$ cat config.mk
export PLATFORM = sky130hd
export DESIGN_NAME = seg_scan_driver
export DESIGN_NICKNAME = d
export VERILOG_FILES = /design/src/rtl/seg_scan_driver_pkg.sv /design/src/rtl/seg_scan_driver_hex_to_seg.sv /design/src/rtl/seg_scan_driver.sv
export SDC_FILE = /design/constraint.sdc
export NUM_CORES = 1
export LEC_CHECK = 0
export BUFFER_PORTS_ARGS = -buffer_cell sky130_fd_sc_hd__buf_2
export CORE_MARGIN = 1.5
export CORE_UTILIZATION = 59
export DETAILED_ROUTE_END_ITERATION = 6
export PLACE_DENSITY = 0.84
export SLEW_MARGIN = 20
export SYNTH_ARGS = -nofsm -noshare
export SYNTH_HDL_FRONTEND = slang
export SYNTH_SLANG_ARGS = --single-unit
$ cat constraint.sdc
create_clock -name CLK -period 7.8 [get_ports CLK]
set_input_delay 1.17 -clock CLK [delete_from_list [all_inputs] [get_ports CLK]]
set_output_delay 1.17 -clock CLK [all_outputs]
set_load 0.01 [all_outputs]
$ cat src/rtl/seg_scan_driver_pkg.sv
// rtl/seg_scan_driver_pkg.sv - shared types and tables for the seven-segment scan driver
// Contents:
//   scan_state_t : scan FSM states (DRIVE, BLANK)
//   PAGE_*       : swOp page encodings
//   SEG_TABLE    : 16-entry active-low {g,f,e,d,c,b,a} code table, index = hex nibble
package seg_scan_driver_pkg;

  typedef enum logic {
    ST_DRIVE = 1'b0,
    ST_BLANK = 1'b1
  } scan_state_t;

  localparam logic [1:0] PAGE_PC  = 2'b00;  // curPC   : nextPC
  localparam logic [1:0] PAGE_RS  = 2'b01;  // rs      : ReadData1
  localparam logic [1:0] PAGE_RT  = 2'b10;  // rt      : ReadData2
  localparam logic [1:0] PAGE_ALU = 2'b11;  // alu_out : WriteData

  // Packed so that SEG_TABLE[n] is the code for nibble n (entry 15 listed first).
  localparam logic [15:0][6:0] SEG_TABLE = {
    7'h0E, 7'h06, 7'h21, 7'h46,   // F E d C
    7'h03, 7'h08, 7'h10, 7'h00,   // b A 9 8
    7'h78, 7'h02, 7'h12, 7'h19,   // 7 6 5 4
    7'h30, 7'h24, 7'h79, 7'h40    // 3 2 1 0
  };

endpackage

$ cat src/rtl/seg_scan_driver_hex_to_seg.sv
// rtl/seg_scan_driver_hex_to_seg.sv - hex nibble to active-low seven-segment code
// Ports:
//   nibble in  4  hex digit value
//   seg    out 7  segments {g,f,e,d,c,b,a}, active-low
module hex_to_seg
  import seg_scan_driver_pkg::*;
(
  input  logic [3:0] nibble,
  output logic [6:0] seg
);

  assign seg = SEG_TABLE[nibble];

endmodule

$ cat src/rtl/seg_scan_driver.sv
// rtl/seg_scan_driver.sv - four-digit multiplexed seven-segment driver for CPU debug bytes
// Configuration macro: SEG_GHOST_BLANK_EN (inserts an all-off BLANK phase between digits)
// Ports:
//   CLK        in  1  system clock, rising edge
//   Reset      in  1  synchronous active-high reset
//   load       in  1  strobe: snapshot the eight value inputs into shadows
//   swOp       in  2  page select, adopted at the next digit boundary
//   curPC, nextPC, ReadData1, ReadData2, alu_out, WriteData  in 8  debug bytes
//   rs, rt     in  5  register numbers (zero-extended to 8 bits)
//   an         out 4  digit enables, active-low, an[3] leftmost (registered)
//   dispcode   out 7  segments {g,f,e,d,c,b,a}, active-low (registered)
module seg_scan_driver
  import seg_scan_driver_pkg::*;
#(
  parameter int DIGIT_CYCLES = 100000,
  parameter int BLANK_CYCLES = 1000
) (
  input  logic       CLK,
  input  logic       Reset,
  input  logic       load,
  input  logic [1:0] swOp,
  input  logic [7:0] curPC,
  input  logic [7:0] nextPC,
  input  logic [7:0] ReadData1,
  input  logic [7:0] ReadData2,
  input  logic [7:0] alu_out,
  input  logic [7:0] WriteData,
  input  logic [4:0] rs,
  input  logic [4:0] rt,
  output logic [3:0] an,
  output logic [6:0] dispcode
);

  localparam int MAX_CYCLES = (DIGIT_CYCLES > BLANK_CYCLES) ? DIGIT_CYCLES : BLANK_CYCLES;
  localparam int CNT_W      = $clog2(MAX_CYCLES + 1);

  localparam logic [CNT_W-1:0] DIGIT_LAST = CNT_W'(DIGIT_CYCLES - 1);
`ifdef SEG_GHOST_BLANK_EN
  localparam logic [CNT_W-1:0] BLANK_LAST = CNT_W'(BLANK_CYCLES - 1);
`endif

  // Shadow copies of the debug inputs; only these are ever displayed.
  logic [7:0] cur_pc_q, next_pc_q, rd1_q, rd2_q, alu_q, wd_q, rs_q, rt_q;

  logic [1:0]       page_q;
  scan_state_t      state_q, state_nxt;
  logic [1:0]       digit_q, digit_nxt;
  logic [CNT_W-1:0] cnt_q, cnt_nxt;
  logic             page_update;

  logic [7:0] left_byte, right_byte;
  logic [3:0] nibble;
  logic [6:0] seg_code;
  logic [3:0] an_nxt;
  logic [6:0] dispcode_nxt;

  always_ff @(posedge CLK) begin
    if (Reset) begin
      cur_pc_q  <= '0;
      next_pc_q <= '0;
      rd1_q     <= '0;
      rd2_q     <= '0;
      alu_q     <= '0;
      wd_q      <= '0;
      rs_q      <= '0;
      rt_q      <= '0;
    end else if (load) begin
      cur_pc_q  <= curPC;
      next_pc_q <= nextPC;
      rd1_q     <= ReadData1;
      rd2_q     <= ReadData2;
      alu_q     <= alu_out;
      wd_q      <= WriteData;
      rs_q      <= {3'b000, rs};
      rt_q      <= {3'b000, rt};
    end
  end

  // FSM state register plus the page latch, which only moves on a digit boundary.
  always_ff @(posedge CLK) begin
    if (Reset) begin
      state_q <= ST_DRIVE;
      digit_q <= 2'd0;
      cnt_q   <= '0;
      page_q  <= PAGE_PC;
    end else begin
      state_q <= state_nxt;
      digit_q <= digit_nxt;
      cnt_q   <= cnt_nxt;
      if (page_update) begin
        page_q <= swOp;
      end
    end
  end

  always_comb begin
    state_nxt   = state_q;
    digit_nxt   = digit_q;
    cnt_nxt     = cnt_q + CNT_W'(1);
    page_update = 1'b0;
    case (state_q)
      ST_DRIVE: begin
        if (cnt_q == DIGIT_LAST) begin
          cnt_nxt   = '0;
          digit_nxt = digit_q + 2'd1;
`ifdef SEG_GHOST_BLANK_EN
          state_nxt = ST_BLANK;
`else
          page_update = 1'b1;
`endif
        end
      end
`ifdef SEG_GHOST_BLANK_EN
      ST_BLANK: begin
        // The next digit starts when BLANK ends, so the page is adopted here.
        if (cnt_q == BLANK_LAST) begin
          cnt_nxt     = '0;
          state_nxt   = ST_DRIVE;
          page_update = 1'b1;
        end
      end
`endif
      default: begin
        state_nxt = ST_DRIVE;
        cnt_nxt   = '0;
      end
    endcase
  end

  // Output data path: recomputed every cycle from shadows so a load shows up
  // one cycle after the shadows update, regardless of the scan phase.
  always_comb begin
    left_byte  = cur_pc_q;
    right_byte = next_pc_q;
    case (page_q)
      PAGE_RS: begin
        left_byte  = rs_q;
        right_byte = rd1_q;
      end
      PAGE_RT: begin
        left_byte  = rt_q;
        right_byte = rd2_q;
      end
      PAGE_ALU: begin
        left_byte  = alu_q;
        right_byte = wd_q;
      end
      default: begin
        left_byte  = cur_pc_q;
        right_byte = next_pc_q;
      end
    endcase
  end

  always_comb begin
    nibble = right_byte[3:0];
    case (digit_q)
      2'd0: nibble = right_byte[3:0];
      2'd1: nibble = right_byte[7:4];
      2'd2: nibble = left_byte[3:0];
      2'd3: nibble = left_byte[7:4];
      default: nibble = right_byte[3:0];
    endcase
  end

  hex_to_seg u_hex_to_seg (
    .nibble (nibble),
    .seg    (seg_code)
  );

  always_comb begin
    an_nxt          = 4'b1111;
    an_nxt[digit_q] = 1'b0;
    dispcode_nxt    = seg_code;
    if (state_q == ST_BLANK) begin
      an_nxt       = 4'b1111;
      dispcode_nxt = 7'h7F;
    end
  end

  always_ff @(posedge CLK) begin
    if (Reset) begin
      an       <= 4'b1111;
      dispcode <= 7'h7F;
    end else begin
      an       <= an_nxt;
      dispcode <= dispcode_nxt;
    end
  end

endmodule

==> summary.txt, run 1 <==
GRT
  • Global-route wire length before repair: around 13 mm
  • Largest net degree at the start of global routing: approximately 60
  • Gr ovfl total: 0
  • Initial antenna violation count: 0
  • Vias in the first global route: 2,884
  • GRT Resource Usage Total: 22.8%

Synth
  • Area leader, netlist: dfxtp_1
  • Yosys reg bits: 90
  • Ys async rst share: 0%
  • Distinct cell type count after synthesis: between 40 and 50
  • Main synth FF type: dfxtp_1
  • Synth area leaders: dfxtp_1 45%, mux2i_1 17%, nor2_1 8.0%
  • Seq/Total Area, Yosys: 44.9%
  • Syn Area/Cell: 10.1 µm²
  • EDFF count, synth: 0
  • Cells after Synth: 396
  • Mapped Area: 0.00402 mm²
  • Syn nets: 471
  • Area share of the largest cell type after synthesis: 44.9%
  • Synth warn: 0

Routing
  • Number of vias per cell: 5.54
  • Final antenna-violating net count: 0
  • Final wirelength: 8.13 mm
  • Via Count: ~3k
  • DRT Pass-1 Iters: 7
  • DRC violations left: 6
  • DR iter-0 viols: 163
  • WL/cell: 15.0 µm

Pwr
  • Switching Power: 0.231 mW
  • Clock share of power: 33.4%
  • Net Sw Frac: 26.2%
  • Reg power frac: 56.2%
  • Max VDD drop: about 0.15 mV
  • Comb pwr share: 10.4%
  • Leak: 2.03 nW
  • Internal power: 0.648 mW
  • Total power: 0.879 mW
  • Power per Cell Area: 192 mW/mm²

Clock network
  • Clock Latency Late Sink: approximately 360 ps
  • CTS max path bufs: 2
  • Setup bufs post-CTS: 0
  • CTS clk-pin slew, worst paths: roughly 90 ps
  • Root Buffer: clkbuf_8
  • Post-CTS sizing: 0
  • TritonCTS clock tree: done
  • Clock H-tree levels: 3
  • CTS buffer count: 9
  • Hold Buf Count CTS: 0
  • CTS Sinks: 90

Timing
  • Total negative slack: 0 ps
  • Fmax: 306 MHz
  • Final Worst Setup Slack: 4530 ps
  • Final hold vios: 0
  • Final worst path period share: a little over two fifths
  • Worst Skew: approximately 9 ps
  • Worst-margin pin slew: 922 ps
  • Final setup fails: 0
  • Max transition margin: 38.5%
  • Hold Slack: roughly 490 ps
  • Max-slew violation count: 0
  • Minimum clock period: 3270 ps
  • Setup repair after global routing missed its margin: no

Status
  • Failing checks: DRC
  • Status: finished with violations

Setup path
  • Crit start category: flip-flop
  • R2r setup slk: 4530 ps
  • Critical Path AT: between 3000 and 4000 ps
  • Crit path kind: reg -> reg
  • CP endpoint kind: flip-flop
  • Critical Path RT: 8060 ps
  • Critical-path maximum fanout: 14

Placed design
  • IO Port Bufs: 73
  • DP HPWL: 5.85 mm
  • RePlAce Congestion: 0.776
  • DP Worst Slack: between 4000 and 5000 ps
  • Placed Instances: 525

Cells and area
  • Fill cells: 507
  • Layout cells sized above 1: a little under a quarter
  • Final nets: 534
  • ANT cells: 0
  • Non-filler instance count after layout: 541
  • Area growth, synth to finish: 14.0%

Worst hold path
  • HP Class: reg -> reg

Floorplanning
  • Top-Level Pins: 74
  • Initial Util: between 60 and 70%
  • Die W: ~86 µm
  • Die area: 0.00731 mm²
  • Die Y: roughly 86 µm
  • Core area: ~0.0065 mm²
  • Rows: 29

Flow run
  • Max_cap viols: 0
## through the flow
step | area [µm²] | util [%]
final | 4580 | 70.9
after floorplan | 4020 | -
after global placement | 4370 | 67.7
after detailed placement | 4390 | 68.0
after global routing | 4580 | 70.9
after CTS | 4580 | 70.9
## area by class of cell
class                           count  area [µm²]  share of cell area, %
Multi-Input combinational cell    276        2080                   45.3
Sequential cell                    90        1800                   39.3
Timing Repair Buffer               75         395                   8.63
Clock buffer                        9         124                   2.70
Tap cell                           77        96.3                   2.10
Clock inverter                      7        60.1                   1.31
Inverter                            7        26.3                  0.574
## state kept, by name, summed over array words and instances, names as in the netlist, 4 cells and up
signal,cells
an,4
wd_q,8
next_pc_q,8
rd2_q,8
rt_q,5
rs_q,5
cnt_q,17
dispcode,7
rd1_q,8
cur_pc_q,8
alu_q,8
## worst max-delay path: stages, from the launching register on
cell and delay, ps:
dfxtp_1 730, buf_4 350, mux4_1 560, and2_1 170, o21ai_1 410, inv_1 140
ha_1 250, mux2_2 270, a221o_1 280
## cell usage in the layout, fill, tap and decap left out, types with 3 or more instances in the layout
cell,synthesis,routed
mux2i_1,68,68
ha_1,12,12
buf_2,2,72
xor2_1,11,11
nand4_1,3,3
xnor2_1,5,5
clkinvlp_4,0,3
clkbuf_8,0,9
o21ai_0,4,4
nand2b_1,3,3
mux2_2,9,9
nor3_1,5,5
inv_1,7,7
a21oi_1,3,3
and3_1,3,3
a221o_1,4,4
nand2_1,15,15
dfxtp_1,90,90
nand3_1,10,10
nor2_1,86,86
mux4_1,5,5
## power groups by stage
stage                     clock [mW]  sequential, mW  combinational, mW
after floorplan                    0           0.502             0.0595
after global placement             0           0.504             0.0866
after detailed placement           0           0.505             0.0909
after CTS                      0.300           0.494             0.0914
after global routing           0.318           0.497              0.101
final                          0.294           0.494             0.0912
## cell usage after synthesis (5+ instances only)
master and n:
dfxtp_1 90, nor2_1 86, mux2i_1 68, nand2_1 15, ha_1 12, xor2_1 11, clkbuf_1 10, nand3_1 10
mux2_2 9, inv_1 7, buf_1 6, mux4_1 5, nor3_1 5, xnor2_1 5
## path summary, 6_finish.rpt
check                                       startpoint                endpoint  cells past startpoint
worst max-delay path            page_q[0]$_SDFFE_PP0P_  dispcode[6]$_SDFF_PP1_                      8
worst min-delay path               cnt_q[0]$_SDFF_PP0_     cnt_q[0]$_SDFF_PP0_                      1
worst max register to register  page_q[0]$_SDFFE_PP0P_  dispcode[6]$_SDFF_PP1_                      8
worst min register to register     cnt_q[0]$_SDFF_PP0_     cnt_q[0]$_SDFF_PP0_                      1
## cells by family after synthesis
logic type | share of synthesized area (%)
multiplexers | 24.1
AND/OR/NAND/NOR | 15.0
flip-flops | 44.9
buffers and inverters | 3.52
AO/OA/AOI/OAI | 5.26
XOR/XNOR | 3.49
adder cells (fa/ha/maj) | 3.74
## layer usage
metal  GRT usage, %  up-vias  share of wire (%)
met5              0        -                  0
met3           5.68       16                5.5
met4           9.53        0                2.0
met1           30.2     1391                 46
met2           35.9       88                 46
li1               -     1500                  -
Power figures use the tool's default switching activity.
==> inputs of run 2 (changes only) <==
--- a/config.mk
+++ b/config.mk
@@ -5,11 +5,12 @@
 export SDC_FILE = /design/constraint.sdc
 export NUM_CORES = 1
 export LEC_CHECK = 0
+export ABC_AREA = 1
 export BUFFER_PORTS_ARGS = -buffer_cell sky130_fd_sc_hd__buf_2
 export CORE_MARGIN = 1.5
-export CORE_UTILIZATION = 59
+export CORE_UTILIZATION = 55
 export DETAILED_ROUTE_END_ITERATION = 6
-export PLACE_DENSITY = 0.84
+export PLACE_DENSITY = 0.79
 export SLEW_MARGIN = 20
 export SYNTH_ARGS = -nofsm -noshare
 export SYNTH_HDL_FRONTEND = slang
==> constraint.sdc (replaced) <==
create_clock -name CLK -period 3.1 [get_ports CLK]
set_input_delay 0.465 -clock CLK [delete_from_list [all_inputs] [get_ports CLK]]
set_output_delay 0.465 -clock CLK [all_outputs]
set_load 0.01 [all_outputs]
==> run 2 against run 1 <==
The flow now finishes without violations. Routed wire length grew 17%. First-iteration DRC count is 8.0% higher. Non-clock buffer count is the same. Global-route usage increased by 2.7 points.
==> summary.txt, run 2 <==
Status
  • Status: complete, no violations

GRT
  • Vias in the first global route: 3,380
  • Gr ovfl total: 0
  • GRT Resource Usage Total: 25.5%
  • Global-route wire length before repair: 15.4 mm
  • Largest net degree at the start of global routing: 67
  • Initial antenna violation count: 0

Routing
  • Number of vias per cell: 5.06
  • Via Count: approximately 3.7k
  • WL/cell: 12.9 µm
  • Final antenna-violating net count: 0
  • DR iter-0 viols: 176
  • DRC violations left: 0
  • Final wirelength: approximately 9.5 mm
  • DRT Pass-1 Iters: 4

Setup path
  • Crit start category: flip-flop
  • CP endpoint kind: flip-flop
  • Critical Path AT: 2590 ps
  • Critical-path maximum fanout: 13
  • Critical Path RT: 3360 ps
  • Crit path kind: reg -> reg

Timing
  • Final worst path period share: 75.4%
  • Worst Skew: 10.7 ps
  • Final hold vios: 0
  • Total negative slack: 0 ps
  • Max-slew violation count: 0
  • Max transition margin: 39.4%
  • Setup repair after global routing missed its margin: no
  • Worst-margin pin slew: between 900 and 1000 ps
  • Hold Slack: between 300 and 400 ps
  • Minimum clock period: 2340 ps
  • Final setup fails: 0
  • Fmax: 428 MHz

Synth
  • Main synth FF type: dfxtp_1
  • Syn Area/Cell: slightly above 7 µm²
  • Synth top cells by count: 156 x nor2_1, 97 x nand2_1, 90 x dfxtp_1, 69 x o21ai_0, 36 x nand3_1
  • Distinct cell type count after synthesis: 34
  • Area share of the largest cell type after synthesis: 44.4%
  • Synth area leaders: dfxtp_1 44%, nor2_1 14%, nand2_1 9.0%
  • Seq/Total Area, Yosys: ~44%
  • EDFF count, synth: 0
  • Yosys reg bits: 90
  • Ys async rst share: 0%
  • Syn nets: 648
  • Count leader, synth: nor2_1
  • Cells after Synth: 573
  • Synth warn: 0
  • Mapped Area: around 0.0041 mm²
  • Area leader, netlist: dfxtp_1

Pwr
  • Power per Cell Area: 507 mW/mm²
  • Max VDD drop: 0.387 mV
  • Total power: 2.36 mW
  • Leak: 2.02 nW

Cells and area
  • Commonest non-fill, non-tap cell in the layout: nor2_1
  • Max reg flops: 17
  • Commonest non-fill, non-tap cells in the layout: 156 x nor2_1, 97 x nand2_1, 90 x dfxtp_1
  • Area growth, synth to finish: 14.7%
  • ANT cells: 0
  • Final core utilization: about two thirds
  • Final nets: roughly 710
  • Fill cells: 655
  • Largest Register: cnt_q
  • Layout cells sized above 1: 17.1%

Floorplanning
  • Core area: approximately 0.007 mm²
  • Top-Level Pins: 74
  • Rows: 31
  • Die Y: 88.9 µm
  • Die area: 0.00790 mm²
  • Die W: between 80 and 90 µm
  • Initial Util: 56.5%

Clock network
  • CTS buffer count: 9
  • TritonCTS clock tree: done
  • CTS max path bufs: 2
  • Post-CTS sizing: 0
  • Clock H-tree levels: 3
  • Hold Buf Count CTS: 0
  • CTS Sinks: 90
  • Setup bufs post-CTS: 0
  • Clock Latency Late Sink: 370 ps
  • CTS clk-pin slew, worst paths: approximately 90 ps
  • Root Buffer: clkbuf_8

Placed design
  • IO Port Bufs: 73
  • RePlAce Congestion: 0.890
  • DP HPWL: 6.77 mm

Flow run
  • Max_cap viols: 0

Worst hold path
  • HP Class: in -> reg
[run 2: cells by family (layout without fill, tap and decap cells)]
kind of cell / count (synthesis) / count (layout) / share of synthesized area, %
AOI/OAI and AO/OA: 96 / 96 / 12.8
DFF: 90 / 90 / 44.4
adders and majority gates: 12 / 12 / 3.70
and+or+nand+nor: 316 / 316 / 32.3
xor gates and xnor gates: 3 / 3 / 0.648
buffers and inverters: 56 / 121 / 6.07
[run 2: final timing paths]
kind                                             start                     end  slack [ps]  cells past startpoint
worst max-delay path            page_q[1]$_SDFFE_PP0P_  dispcode[1]$_SDFF_PP1_         760                     14
worst min-delay path                      WriteData[4]    wd_q[4]$_SDFFE_PP0P_         310                      3
worst max register to register  page_q[1]$_SDFFE_PP0P_  dispcode[1]$_SDFF_PP1_         760                     14
worst min register to register     cnt_q[0]$_SDFF_PP0_     cnt_q[0]$_SDFF_PP0_         450                      1
[run 2: per-layer routing]
| layer | GRT usage [%] | vias to the layer above | wire length (µm) |
|---|---|---|---|
| li1 | - | 1969 | - |
| met1 | 32.8 | 1653 | 4450 |
| met2 | 41.9 | 89 | 4440 |
| met3 | 5.54 | 18 | 427 |
| met4 | 10.2 | 0 | 193 |
| met5 | 0 | - | 0 |
[run 2: report_power, final]
| group | internal (mW) | total, mW | switching (mW) |
|---|---|---|---|
| Combinational | 0.0888 | 0.216 | 0.128 |
| Clock | 0.462 | 0.887 | 0.425 |
| Sequential | 1.22 | 1.26 | 0.0362 |
| Total | 1.77 | 2.36 | 0.589 |
[run 2: layout make-up]
class | count | area (µm²) | area share, %
Inverter | 30 | 113 | 2.42
Clock inverter | 7 | 101 | 2.18
Timing Repair Buffer | 75 | 380 | 8.17
Tap cell | 99 | 124 | 2.66
Multi-Input combinational cell | 427 | 2010 | 43.2
Sequential cell | 90 | 1800 | 38.7
Clock buffer | 9 | 124 | 2.66
[run 2: worst max-delay path: stages (launching register included)]
cell,delay (ps)
dfxtp_1,510
inv_2,170
nor2_2,240
nand2_1,90
nand3_1,90
nand2_1,50
nand3_1,110
nand2_1,80
nand2_1,140
inv_1,120
ha_1,290
nand3_1,110
nor2_1,60
nor2_1,110
nand2_1,70
[run 2: through the flow]
stage	instance area, µm²	worst slack [ps]	std cells
6_report	4650	761	737
5_1_grt	4650	543	737
4_1_cts	4650	815	737
3_5_place_dp	4430	842	721
3_3_place_gp	4430	923	721
2_1_floorplan	4060	1230	573
